==> src/rtl/id_ex_stage_pkg.sv <==
// -----------------------------------------------------------------------------
// id_ex_stage_pkg
// Shared definitions for the ID/EX pipeline register slice:
//   - ALU operation class encodings driven by decode on ALUOp
//   - RV opcode constants used by decode when building the control bundle
//   - the seven-field control bundle carried from ID into EX
//   - the two per-cycle pipeline decisions (ADVANCE / BUBBLE)
// -----------------------------------------------------------------------------
package id_ex_stage_pkg;

  // ALU operation class (ALUOp)
  localparam logic [1:0] ALUOP_MEM    = 2'b00;  // load / store / addi
  localparam logic [1:0] ALUOP_BRANCH = 2'b01;  // conditional branch compare
  localparam logic [1:0] ALUOP_RTYPE  = 2'b10;  // register-register ops

  // Major opcodes (instr[6:0])
  localparam logic [6:0] OPC_LOAD   = 7'b0000011;
  localparam logic [6:0] OPC_STORE  = 7'b0100011;
  localparam logic [6:0] OPC_OP_IMM = 7'b0010011;
  localparam logic [6:0] OPC_OP     = 7'b0110011;
  localparam logic [6:0] OPC_BRANCH = 7'b1100011;

  // Control bundle carried through the ID/EX register
  typedef struct packed {
    logic       branch;
    logic       mem_read;
    logic       mem_to_reg;
    logic       mem_write;
    logic       alu_src;
    logic       reg_write;
    logic [1:0] alu_op;
  } ctrl_t;

  // Bundle value loaded on a bubble: no side effects in later stages
  localparam ctrl_t CTRL_NOP = '{
    branch:     1'b0,
    mem_read:   1'b0,
    mem_to_reg: 1'b0,
    mem_write:  1'b0,
    alu_src:    1'b0,
    reg_write:  1'b0,
    alu_op:     2'b00
  };

  // Per-cycle pipeline decision
  typedef enum logic {
    PIPE_ADVANCE = 1'b0,
    PIPE_BUBBLE  = 1'b1
  } pipe_state_e;

endpackage : id_ex_stage_pkg

==> src/rtl/id_ex_stage_if.sv <==
// -----------------------------------------------------------------------------
// id_ex_stage_if
// Bundle of the decode-side inputs and EX-side outputs of the ID/EX register.
//   master : decode / environment side (drives id_*, flush; sees ex_*, stall)
//   slave  : the id_ex_stage register itself
// Signals:
//   id_valid, Branch..RegWrite, ALUOp, id_pc, id_rs1_data, id_rs2_data, id_imm,
//   id_rs1, id_rs2, id_rd, id_funct, flush          -> into the stage
//   ex_valid, ex_<control>, ex_ALUOp, ex_<datapath>, id_stall, bubble_cnt
//                                                    <- out of the stage
// -----------------------------------------------------------------------------
interface id_ex_stage_if #(
  parameter int DATA_W = 64,
  parameter int CNT_W  = 16
);

  // Decode side
  logic              id_valid;
  logic              Branch;
  logic              MemRead;
  logic              MemtoReg;
  logic              MemWrite;
  logic              ALUSrc;
  logic              RegWrite;
  logic [1:0]        ALUOp;
  logic [DATA_W-1:0] id_pc;
  logic [DATA_W-1:0] id_rs1_data;
  logic [DATA_W-1:0] id_rs2_data;
  logic [DATA_W-1:0] id_imm;
  logic [4:0]        id_rs1;
  logic [4:0]        id_rs2;
  logic [4:0]        id_rd;
  logic [3:0]        id_funct;
  logic              flush;

  // EX side
  logic              ex_valid;
  logic              ex_Branch;
  logic              ex_MemRead;
  logic              ex_MemtoReg;
  logic              ex_MemWrite;
  logic              ex_ALUSrc;
  logic              ex_RegWrite;
  logic [1:0]        ex_ALUOp;
  logic [DATA_W-1:0] ex_pc;
  logic [DATA_W-1:0] ex_rs1_data;
  logic [DATA_W-1:0] ex_rs2_data;
  logic [DATA_W-1:0] ex_imm;
  logic [4:0]        ex_rs1;
  logic [4:0]        ex_rs2;
  logic [4:0]        ex_rd;
  logic [3:0]        ex_funct;
  logic              id_stall;
  logic [CNT_W-1:0]  bubble_cnt;

  modport master (
    output id_valid, Branch, MemRead, MemtoReg, MemWrite, ALUSrc, RegWrite,
           ALUOp, id_pc, id_rs1_data, id_rs2_data, id_imm, id_rs1, id_rs2,
           id_rd, id_funct, flush,
    input  ex_valid, ex_Branch, ex_MemRead, ex_MemtoReg, ex_MemWrite,
           ex_ALUSrc, ex_RegWrite, ex_ALUOp, ex_pc, ex_rs1_data, ex_rs2_data,
           ex_imm, ex_rs1, ex_rs2, ex_rd, ex_funct, id_stall, bubble_cnt
  );

  modport slave (
    input  id_valid, Branch, MemRead, MemtoReg, MemWrite, ALUSrc, RegWrite,
           ALUOp, id_pc, id_rs1_data, id_rs2_data, id_imm, id_rs1, id_rs2,
           id_rd, id_funct, flush,
    output ex_valid, ex_Branch, ex_MemRead, ex_MemtoReg, ex_MemWrite,
           ex_ALUSrc, ex_RegWrite, ex_ALUOp, ex_pc, ex_rs1_data, ex_rs2_data,
           ex_imm, ex_rs1, ex_rs2, ex_rd, ex_funct, id_stall, bubble_cnt
  );

endinterface : id_ex_stage_if

==> src/rtl/id_ex_stage_load_use_detect.sv <==
// -----------------------------------------------------------------------------
// load_use_detect
// Purely combinational load-use hazard check: the instruction in EX is a valid
// load whose destination (non-zero) is a source of the valid instruction in ID.
// Ports:
//   id_valid_i    decode instruction valid
//   ex_valid_i    EX instruction valid
//   ex_mem_read_i EX instruction is a load
//   ex_rd_i       EX destination register
//   id_rs1_i      decode source register 1
//   id_rs2_i      decode source register 2
//   hazard_o      load-use hazard present
// -----------------------------------------------------------------------------
module load_use_detect (
  input  logic       id_valid_i,
  input  logic       ex_valid_i,
  input  logic       ex_mem_read_i,
  input  logic [4:0] ex_rd_i,
  input  logic [4:0] id_rs1_i,
  input  logic [4:0] id_rs2_i,
  output logic       hazard_o
);

  logic rd_nonzero_s;
  logic src_match_s;

  // x0 is hard-wired to zero, so a load into x0 never creates a dependency
  assign rd_nonzero_s = (ex_rd_i != 5'd0);
  assign src_match_s  = (ex_rd_i == id_rs1_i) || (ex_rd_i == id_rs2_i);
  assign hazard_o     = id_valid_i & ex_valid_i & ex_mem_read_i &
                        rd_nonzero_s & src_match_s;

endmodule : load_use_detect

==> src/rtl/id_ex_stage.sv <==
// -----------------------------------------------------------------------------
// id_ex_stage
// ID/EX pipeline register with load-use stall generation and a saturating
// bubble counter. Each cycle either ADVANCEs the decode instruction into EX or
// inserts a BUBBLE (flush, load-use hazard, or no valid decode instruction).
// Ports:
//   clk    rising-edge clock
//   rst_n  asynchronous active-low reset (clears all EX outputs and counter)
//   bus    id_ex_stage_if.slave: decode inputs, EX outputs, id_stall
//          (combinational) and bubble_cnt
// Build option:
//   HAZARD_DETECT_EN  defined   -> load-use detection drives id_stall
//                     undefined -> no hazard detection, id_stall tied low
// -----------------------------------------------------------------------------
module id_ex_stage
  import id_ex_stage_pkg::*;
#(
  parameter int DATA_W = 64,
  parameter int CNT_W  = 16
) (
  input  logic         clk,
  input  logic         rst_n,
  id_ex_stage_if.slave bus
);

  localparam logic [CNT_W-1:0] CNT_MAX = {CNT_W{1'b1}};
  localparam logic [CNT_W-1:0] CNT_ONE = {{(CNT_W-1){1'b0}}, 1'b1};

  logic              hazard_s;
  pipe_state_e       state_s;
  logic              count_s;
  ctrl_t             ctrl_id_s;

  logic              valid_d, valid_q;
  ctrl_t             ctrl_d,  ctrl_q;
  logic [CNT_W-1:0]  cnt_d,   cnt_q;

  logic [DATA_W-1:0] pc_q, rs1_data_q, rs2_data_q, imm_q;
  logic [4:0]        rs1_q, rs2_q, rd_q;
  logic [3:0]        funct_q;

  assign ctrl_id_s = '{
    branch:     bus.Branch,
    mem_read:   bus.MemRead,
    mem_to_reg: bus.MemtoReg,
    mem_write:  bus.MemWrite,
    alu_src:    bus.ALUSrc,
    reg_write:  bus.RegWrite,
    alu_op:     bus.ALUOp
  };

`ifdef HAZARD_DETECT_EN
  load_use_detect u_load_use_detect (
    .id_valid_i    (bus.id_valid),
    .ex_valid_i    (valid_q),
    .ex_mem_read_i (ctrl_q.mem_read),
    .ex_rd_i       (rd_q),
    .id_rs1_i      (bus.id_rs1),
    .id_rs2_i      (bus.id_rs2),
    .hazard_o      (hazard_s)
  );
`else
  assign hazard_s = 1'b0;
`endif

  // Flush wins over the hazard: the stalled instruction is being killed anyway
  assign bus.id_stall = hazard_s & ~bus.flush;

  // Only real instructions that get held or killed are counted as bubbles
  assign count_s = bus.id_valid & (hazard_s | bus.flush);

  // Choose ADVANCE/BUBBLE and form next control state and bubble count
  always_comb begin
    state_s = PIPE_BUBBLE;
    valid_d = 1'b0;
    ctrl_d  = CTRL_NOP;
    cnt_d   = cnt_q;

    if (bus.id_valid && !bus.flush && !hazard_s) begin
      state_s = PIPE_ADVANCE;
    end else begin
      state_s = PIPE_BUBBLE;
    end

    case (state_s)
      PIPE_ADVANCE: begin
        valid_d = 1'b1;
        ctrl_d  = ctrl_id_s;
      end
      PIPE_BUBBLE: begin
        valid_d = 1'b0;
        ctrl_d  = CTRL_NOP;
      end
      default: begin
        valid_d = 1'b0;
        ctrl_d  = CTRL_NOP;
      end
    endcase

    if (count_s && (cnt_q != CNT_MAX)) begin
      cnt_d = cnt_q + CNT_ONE;
    end else begin
      cnt_d = cnt_q;
    end
  end

  // Control, valid and counter registers
  always_ff @(posedge clk or negedge rst_n) begin
    if (!rst_n) begin
      valid_q <= 1'b0;
      ctrl_q  <= CTRL_NOP;
      cnt_q   <= {CNT_W{1'b0}};
    end else begin
      valid_q <= valid_d;
      ctrl_q  <= ctrl_d;
      cnt_q   <= cnt_d;
    end
  end

  // Datapath fields load unconditionally; on a bubble they are don't-care
  always_ff @(posedge clk or negedge rst_n) begin
    if (!rst_n) begin
      pc_q       <= {DATA_W{1'b0}};
      rs1_data_q <= {DATA_W{1'b0}};
      rs2_data_q <= {DATA_W{1'b0}};
      imm_q      <= {DATA_W{1'b0}};
      rs1_q      <= 5'd0;
      rs2_q      <= 5'd0;
      rd_q       <= 5'd0;
      funct_q    <= 4'd0;
    end else begin
      pc_q       <= bus.id_pc;
      rs1_data_q <= bus.id_rs1_data;
      rs2_data_q <= bus.id_rs2_data;
      imm_q      <= bus.id_imm;
      rs1_q      <= bus.id_rs1;
      rs2_q      <= bus.id_rs2;
      rd_q       <= bus.id_rd;
      funct_q    <= bus.id_funct;
    end
  end

  assign bus.ex_valid    = valid_q;
  assign bus.ex_Branch   = ctrl_q.branch;
  assign bus.ex_MemRead  = ctrl_q.mem_read;
  assign bus.ex_MemtoReg = ctrl_q.mem_to_reg;
  assign bus.ex_MemWrite = ctrl_q.mem_write;
  assign bus.ex_ALUSrc   = ctrl_q.alu_src;
  assign bus.ex_RegWrite = ctrl_q.reg_write;
  assign bus.ex_ALUOp    = ctrl_q.alu_op;
  assign bus.ex_pc       = pc_q;
  assign bus.ex_rs1_data = rs1_data_q;
  assign bus.ex_rs2_data = rs2_data_q;
  assign bus.ex_imm      = imm_q;
  assign bus.ex_rs1      = rs1_q;
  assign bus.ex_rs2      = rs2_q;
  assign bus.ex_rd       = rd_q;
  assign bus.ex_funct    = funct_q;
  assign bus.bubble_cnt  = cnt_q;

endmodule : id_ex_stage

==> src/flat_wrapper.sv <==
// flat-port wrapper written by rule: the top's interface ports become plain ports
module id_ex_stage_flat import id_ex_stage_pkg::*;
#(
  parameter int DATA_W = 64,
  parameter int CNT_W  = 16
)
  (clk, rst_n, bus_id_valid, bus_Branch, bus_MemRead, bus_MemtoReg, bus_MemWrite, bus_ALUSrc, bus_RegWrite, bus_ALUOp, bus_id_pc, bus_id_rs1_data, bus_id_rs2_data, bus_id_imm, bus_id_rs1, bus_id_rs2, bus_id_rd, bus_id_funct, bus_flush, bus_ex_valid, bus_ex_Branch, bus_ex_MemRead, bus_ex_MemtoReg, bus_ex_MemWrite, bus_ex_ALUSrc, bus_ex_RegWrite, bus_ex_ALUOp, bus_ex_pc, bus_ex_rs1_data, bus_ex_rs2_data, bus_ex_imm, bus_ex_rs1, bus_ex_rs2, bus_ex_rd, bus_ex_funct, bus_id_stall, bus_bubble_cnt);
  id_ex_stage_if #(.DATA_W(DATA_W), .CNT_W(CNT_W)) bus_i ();
  input  logic clk;
  input  logic rst_n;
  input wire logic [$bits(bus_i.id_valid)-1:0] bus_id_valid;
  input wire logic [$bits(bus_i.Branch)-1:0] bus_Branch;
  input wire logic [$bits(bus_i.MemRead)-1:0] bus_MemRead;
  input wire logic [$bits(bus_i.MemtoReg)-1:0] bus_MemtoReg;
  input wire logic [$bits(bus_i.MemWrite)-1:0] bus_MemWrite;
  input wire logic [$bits(bus_i.ALUSrc)-1:0] bus_ALUSrc;
  input wire logic [$bits(bus_i.RegWrite)-1:0] bus_RegWrite;
  input wire logic [$bits(bus_i.ALUOp)-1:0] bus_ALUOp;
  input wire logic [$bits(bus_i.id_pc)-1:0] bus_id_pc;
  input wire logic [$bits(bus_i.id_rs1_data)-1:0] bus_id_rs1_data;
  input wire logic [$bits(bus_i.id_rs2_data)-1:0] bus_id_rs2_data;
  input wire logic [$bits(bus_i.id_imm)-1:0] bus_id_imm;
  input wire logic [$bits(bus_i.id_rs1)-1:0] bus_id_rs1;
  input wire logic [$bits(bus_i.id_rs2)-1:0] bus_id_rs2;
  input wire logic [$bits(bus_i.id_rd)-1:0] bus_id_rd;
  input wire logic [$bits(bus_i.id_funct)-1:0] bus_id_funct;
  input wire logic [$bits(bus_i.flush)-1:0] bus_flush;
  output wire logic [$bits(bus_i.ex_valid)-1:0] bus_ex_valid;
  output wire logic [$bits(bus_i.ex_Branch)-1:0] bus_ex_Branch;
  output wire logic [$bits(bus_i.ex_MemRead)-1:0] bus_ex_MemRead;
  output wire logic [$bits(bus_i.ex_MemtoReg)-1:0] bus_ex_MemtoReg;
  output wire logic [$bits(bus_i.ex_MemWrite)-1:0] bus_ex_MemWrite;
  output wire logic [$bits(bus_i.ex_ALUSrc)-1:0] bus_ex_ALUSrc;
  output wire logic [$bits(bus_i.ex_RegWrite)-1:0] bus_ex_RegWrite;
  output wire logic [$bits(bus_i.ex_ALUOp)-1:0] bus_ex_ALUOp;
  output wire logic [$bits(bus_i.ex_pc)-1:0] bus_ex_pc;
  output wire logic [$bits(bus_i.ex_rs1_data)-1:0] bus_ex_rs1_data;
  output wire logic [$bits(bus_i.ex_rs2_data)-1:0] bus_ex_rs2_data;
  output wire logic [$bits(bus_i.ex_imm)-1:0] bus_ex_imm;
  output wire logic [$bits(bus_i.ex_rs1)-1:0] bus_ex_rs1;
  output wire logic [$bits(bus_i.ex_rs2)-1:0] bus_ex_rs2;
  output wire logic [$bits(bus_i.ex_rd)-1:0] bus_ex_rd;
  output wire logic [$bits(bus_i.ex_funct)-1:0] bus_ex_funct;
  output wire logic [$bits(bus_i.id_stall)-1:0] bus_id_stall;
  output wire logic [$bits(bus_i.bubble_cnt)-1:0] bus_bubble_cnt;
  assign bus_i.id_valid = bus_id_valid;
  assign bus_i.Branch = bus_Branch;
  assign bus_i.MemRead = bus_MemRead;
  assign bus_i.MemtoReg = bus_MemtoReg;
  assign bus_i.MemWrite = bus_MemWrite;
  assign bus_i.ALUSrc = bus_ALUSrc;
  assign bus_i.RegWrite = bus_RegWrite;
  assign bus_i.ALUOp = bus_ALUOp;
  assign bus_i.id_pc = bus_id_pc;
  assign bus_i.id_rs1_data = bus_id_rs1_data;
  assign bus_i.id_rs2_data = bus_id_rs2_data;
  assign bus_i.id_imm = bus_id_imm;
  assign bus_i.id_rs1 = bus_id_rs1;
  assign bus_i.id_rs2 = bus_id_rs2;
  assign bus_i.id_rd = bus_id_rd;
  assign bus_i.id_funct = bus_id_funct;
  assign bus_i.flush = bus_flush;
  assign bus_ex_valid = bus_i.ex_valid;
  assign bus_ex_Branch = bus_i.ex_Branch;
  assign bus_ex_MemRead = bus_i.ex_MemRead;
  assign bus_ex_MemtoReg = bus_i.ex_MemtoReg;
  assign bus_ex_MemWrite = bus_i.ex_MemWrite;
  assign bus_ex_ALUSrc = bus_i.ex_ALUSrc;
  assign bus_ex_RegWrite = bus_i.ex_RegWrite;
  assign bus_ex_ALUOp = bus_i.ex_ALUOp;
  assign bus_ex_pc = bus_i.ex_pc;
  assign bus_ex_rs1_data = bus_i.ex_rs1_data;
  assign bus_ex_rs2_data = bus_i.ex_rs2_data;
  assign bus_ex_imm = bus_i.ex_imm;
  assign bus_ex_rs1 = bus_i.ex_rs1;
  assign bus_ex_rs2 = bus_i.ex_rs2;
  assign bus_ex_rd = bus_i.ex_rd;
  assign bus_ex_funct = bus_i.ex_funct;
  assign bus_id_stall = bus_i.id_stall;
  assign bus_bubble_cnt = bus_i.bubble_cnt;
  id_ex_stage #(.DATA_W(DATA_W), .CNT_W(CNT_W)) u_core (.clk(clk), .rst_n(rst_n), .bus(bus_i));
endmodule
==> config.mk <==
export PLATFORM = sky130hd
export DESIGN_NAME = id_ex_stage_flat
export DESIGN_NICKNAME = d
export VERILOG_FILES = /design/src/rtl/id_ex_stage_pkg.sv /design/src/rtl/id_ex_stage_if.sv /design/src/rtl/id_ex_stage_load_use_detect.sv /design/src/rtl/id_ex_stage.sv /design/src/flat_wrapper.sv
export SDC_FILE = /design/constraint.sdc
export NUM_CORES = 1
export LEC_CHECK = 0
export ABC_AREA = 1
export BUFFER_PORTS_ARGS = -buffer_cell sky130_fd_sc_hd__buf_2
export CORE_AREA = 2 2 232 234
export DETAILED_ROUTE_END_ITERATION = 7
export DIE_AREA = 0 0 234 236
export GPL_TIMING_DRIVEN = 0
export MAX_ROUTING_LAYER = met4
export SLEW_MARGIN = 20
export SYNTH_ARGS = -nofsm -noshare
export SYNTH_HDL_FRONTEND = slang
export SYNTH_SLANG_ARGS = --single-unit
==> constraint.sdc <==
create_clock -name clk -period 2.29 [get_ports clk]
set_input_delay 0.458 -clock clk [delete_from_list [all_inputs] [get_ports clk]]
set_output_delay 0.458 -clock clk [all_outputs]
set_load 0.02 [all_outputs]
==> impl_metrics.json <==
{
  "wl_per_cell_um": 15.8,
  "fin_crit_ns": 1.74,
  "clk_pin_slew_ns": 0.06,
  "yosysTopAreaCell": "dfrtp_1",
  "setup_viol": 0,
  "ctsHoldBuffers": 76,
  "cts_tree": "yes",
  "syn-num-nets": 734,
  "via_per_inst": 3.33,
  "synthSimpleGateAreaFrac": 0.0593,
  "synth-compound-area-share": 0.00503,
  "cts_root_buffer": "clkbuf_16",
  "min_delay_worst_endpoint": "u_core.bus.ex_rs1_data[52]",
  "fill_cells": 5540,
  "postCtsSetupBuffers": 0,
  "syn-cell-area_sq_mm": 0.00820,
  "grt_use_met2": 0.170,
  "grt_util_met3": 0.0424,
  "synth_xor_area_frac": 0.00534,
  "drv_slew": 0,
  "antenna_found_initial": 13,
  "first_iter_violations": 172,
  "cp.required_ns": 2.92,
  "vias": 6255,
  "powerDensity_mw_per_mm2": 904,
  "fmax_mhz": 576,
  "start_util": 0.155,
  "clock_skew_ns": 0.0108,
  "ys_seq_elements": 300,
  "max_slew_margin": 0.594,
  "gp_congestion": 0.819,
  "vdd_ir_drop_max_v": 0.000456,
  "synthMuxAreaShare": 0,
  "timing.hold.ws_ns": 0.0478,
  "crit_type": "in -> async",
  "drt-total-wl_mm": 29.7,
  "coreArea_sq_mm": 0.0531,
  "period_share": 0.758,
  "grt_pass1_vias": 6589,
  "die_y_um": 236,
  "ant_nets": 0,
  "cts.sinks": 300,
  "max_slew.worst_pin.slew_ns": 0.607,
  "cp.arrival_ns": 2.37,
  "clock_path_buffers": 3,
  "r2r_slack_ns": 0.58,
  "rows": 85,
  "drive_gt1_frac": 0.559,
  "r2r-end": "u_core.bus.bubble_cnt[11]",
  "grt_pass1_wl_mm": 41.1,
  "r2r-start": "u_core.bus.bubble_cnt[0]",
  "grt_setup_unrepaired": "no",
  "place_hpwl_mm": 23.3,
  "status": "complete, no violations",
  "syn_inst": 446,
  "cp-start-kind": "input port",
  "htreeDepth": 2,
  "p_leak_nw": 7.16,
  "grt_max_degree": 101,
  "grt_use_met1": 0.117,
  "yosys.area.top_type_share": 0.915,
  "yosys-top-cells-area": "dfrtp_1 (92%), nand2_1 (2.8%), inv_1 (1.1%), nor2_1 (0.92%), xnor2_1 (0.53%)",
  "syn_area_per_cell_sq_um": 18.4,
  "die-area_sq_mm": 0.0552,
  "grt_busiest_layer": "met2",
  "die_x_um": 234,
  "cts_buffers": 35,
  "ios": 588,
  "hold_path_startpoint": "bus_id_rs1_data[52]",
  "final_cell_count_no_fill": 1876,
  "reg2reg_depth": 6,
  "worst_skew_pair.late_latency_ns": 0.52,
  "yosysSeqAreaShare": 0.915,
  "synth_top_family_by_area": "simple AND/OR/NAND/NOR gates",
  "hold_path_class": "in -> reg",
  "cp_max_fo": 100,
  "yosys_warnings": 0,
  "drcViolationCount": 0,
  "hold_violations": 0,
  "end_kind": "async pin",
  "maxCapViolations": 0,
  "ys_types": 21,
  "grt_use_total": 0.105,
  "hold_depth": 1,
  "place_inst": 1731,
  "drtPass1Iterations": 4,
  "yosys.area_share.adder": 0.00153,
  "nNetsFinal": 1437,
  "port_buffers": 586,
  "syn2layout_area_growth_pct": 71.7,
  "post_cts_resized": 0,
  "grt_overflow": 0
}
==> critical path, cell delays in order <==
cell and delay, ns:
dlygate4sd3_1 0.58, buf_8 0.39, buf_16 0.36, buf_16 0.39
==> cells by family (layout without fill, tap and decap cells) <==
| group | count (synthesis) | count (layout) |
|---|---|---|
| simple gates | 107 | 107 |
| xor+xnor | 5 | 5 |
| compound gates | 6 | 6 |
| fa+ha+maj | 1 | 1 |
| other cells | 1 | 9 |
| buf+inv | 26 | 752 |
| flops | 300 | 300 |
==> how the worst max path moves through the flow <==
stage | slack [ns] | endpoint | from
after global routing | 0.35 | u_core.bus.ex_rs1_data[6] | rst_n
after detailed placement | 0.57 | u_core.bus.ex_rd[2] | rst_n
after floorplan | 0.80 | u_core.bus.bubble_cnt[13] | u_core.bus.bubble_cnt[0]
after global placement | -4.68 | u_core.bus.ex_pc[48] | rst_n
final | 0.55 | u_core.bus.ex_rs1_data[6] | rst_n
after CTS | 0.56 | u_core.bus.ex_rd[2] | rst_n
==> stage by stage <==
step                worst slack (ns)  total power [mW]  setup TNS (ns)  instance area (sq um)  utilization
floorplan                      0.800              6.26               0                   8200            -
global placement               -4.68              6.98        -1386.34                  12000        0.226
detailed placement             0.573              7.03               0                  12100        0.228
CTS                            0.560              13.0               0                  14100        0.265
global route                   0.351              13.3               0                  14100        0.265
finish                         0.554              12.7               0                  14100        0.265
==> sequential cells by signal, summed over array words and instances (netlist names), 2 cells and up <==
signal and flops:
u_core.bus.bubble_cnt 16, u_core.bus.ex_ALUOp 2, u_core.bus.ex_funct 4, u_core.bus.ex_imm 64, u_core.bus.ex_pc 64, u_core.bus.ex_rd 5
u_core.bus.ex_rs1 5, u_core.bus.ex_rs1_data 64, u_core.bus.ex_rs2 5, u_core.bus.ex_rs2_data 64
==> area by class of cell <==
cell class,count,area (sq um),share of cell area
timing repair buffer,666,3800,0.270
sequential,300,7510,0.533
buffer,2,18.8,0.00133
inverter,24,90.1,0.00640
antenna,8,20.0,0.00142
clock inverter,10,159,0.0113
multi-input combinational,120,588,0.0418
tap,696,871,0.0618
clock buffer,50,1030,0.0735
==> metal layers <==
| metal | vias to the layer above | wire (um) |
|---|---|---|
| met1 | 3084 | 11300 |
| met2 | 319 | 14600 |
| met4 | 0 | 793 |
| met5 | - | 0 |
| met3 | 58 | 3060 |
| li1 | 2794 | - |
==> placed cells by master, fill, tap and decap left out, drive strengths merged <==
master / Yosys / routed
buf: 2 / 591
bufinv: 0 / 4
clkbuf: 0 / 50
clkinv: 0 / 4
clkinvlp: 0 / 2
conb: 1 / 1
dfrtp: 300 / 300
diode: 0 / 8
dlygate4sd3: 0 / 77
ha: 1 / 1
inv: 24 / 24
nand2: 66 / 66
nand3: 8 / 8
nand3b: 1 / 1
nand4: 6 / 6
nor2: 25 / 25
nor3: 1 / 1
o21ai: 6 / 6
xnor2: 5 / 5
==> cells in the mapped netlist (all sizes together) <==
cell	instances
nand3	8
nand3b	1
nor2	25
o21ai	6
ha	1
xnor2	5
dfrtp	300
inv	24
nand4	6
buf	2
conb	1
nor3	1
nand2	66
==> where the power goes <==
part           total, mW  internal, mW  switching (mW)
clock               5.72          3.59            2.13
combinational       1.31         0.507           0.799
sequential          5.71          5.59           0.124
total               12.7          9.68            3.05
Power figures use the tool's default switching activity.
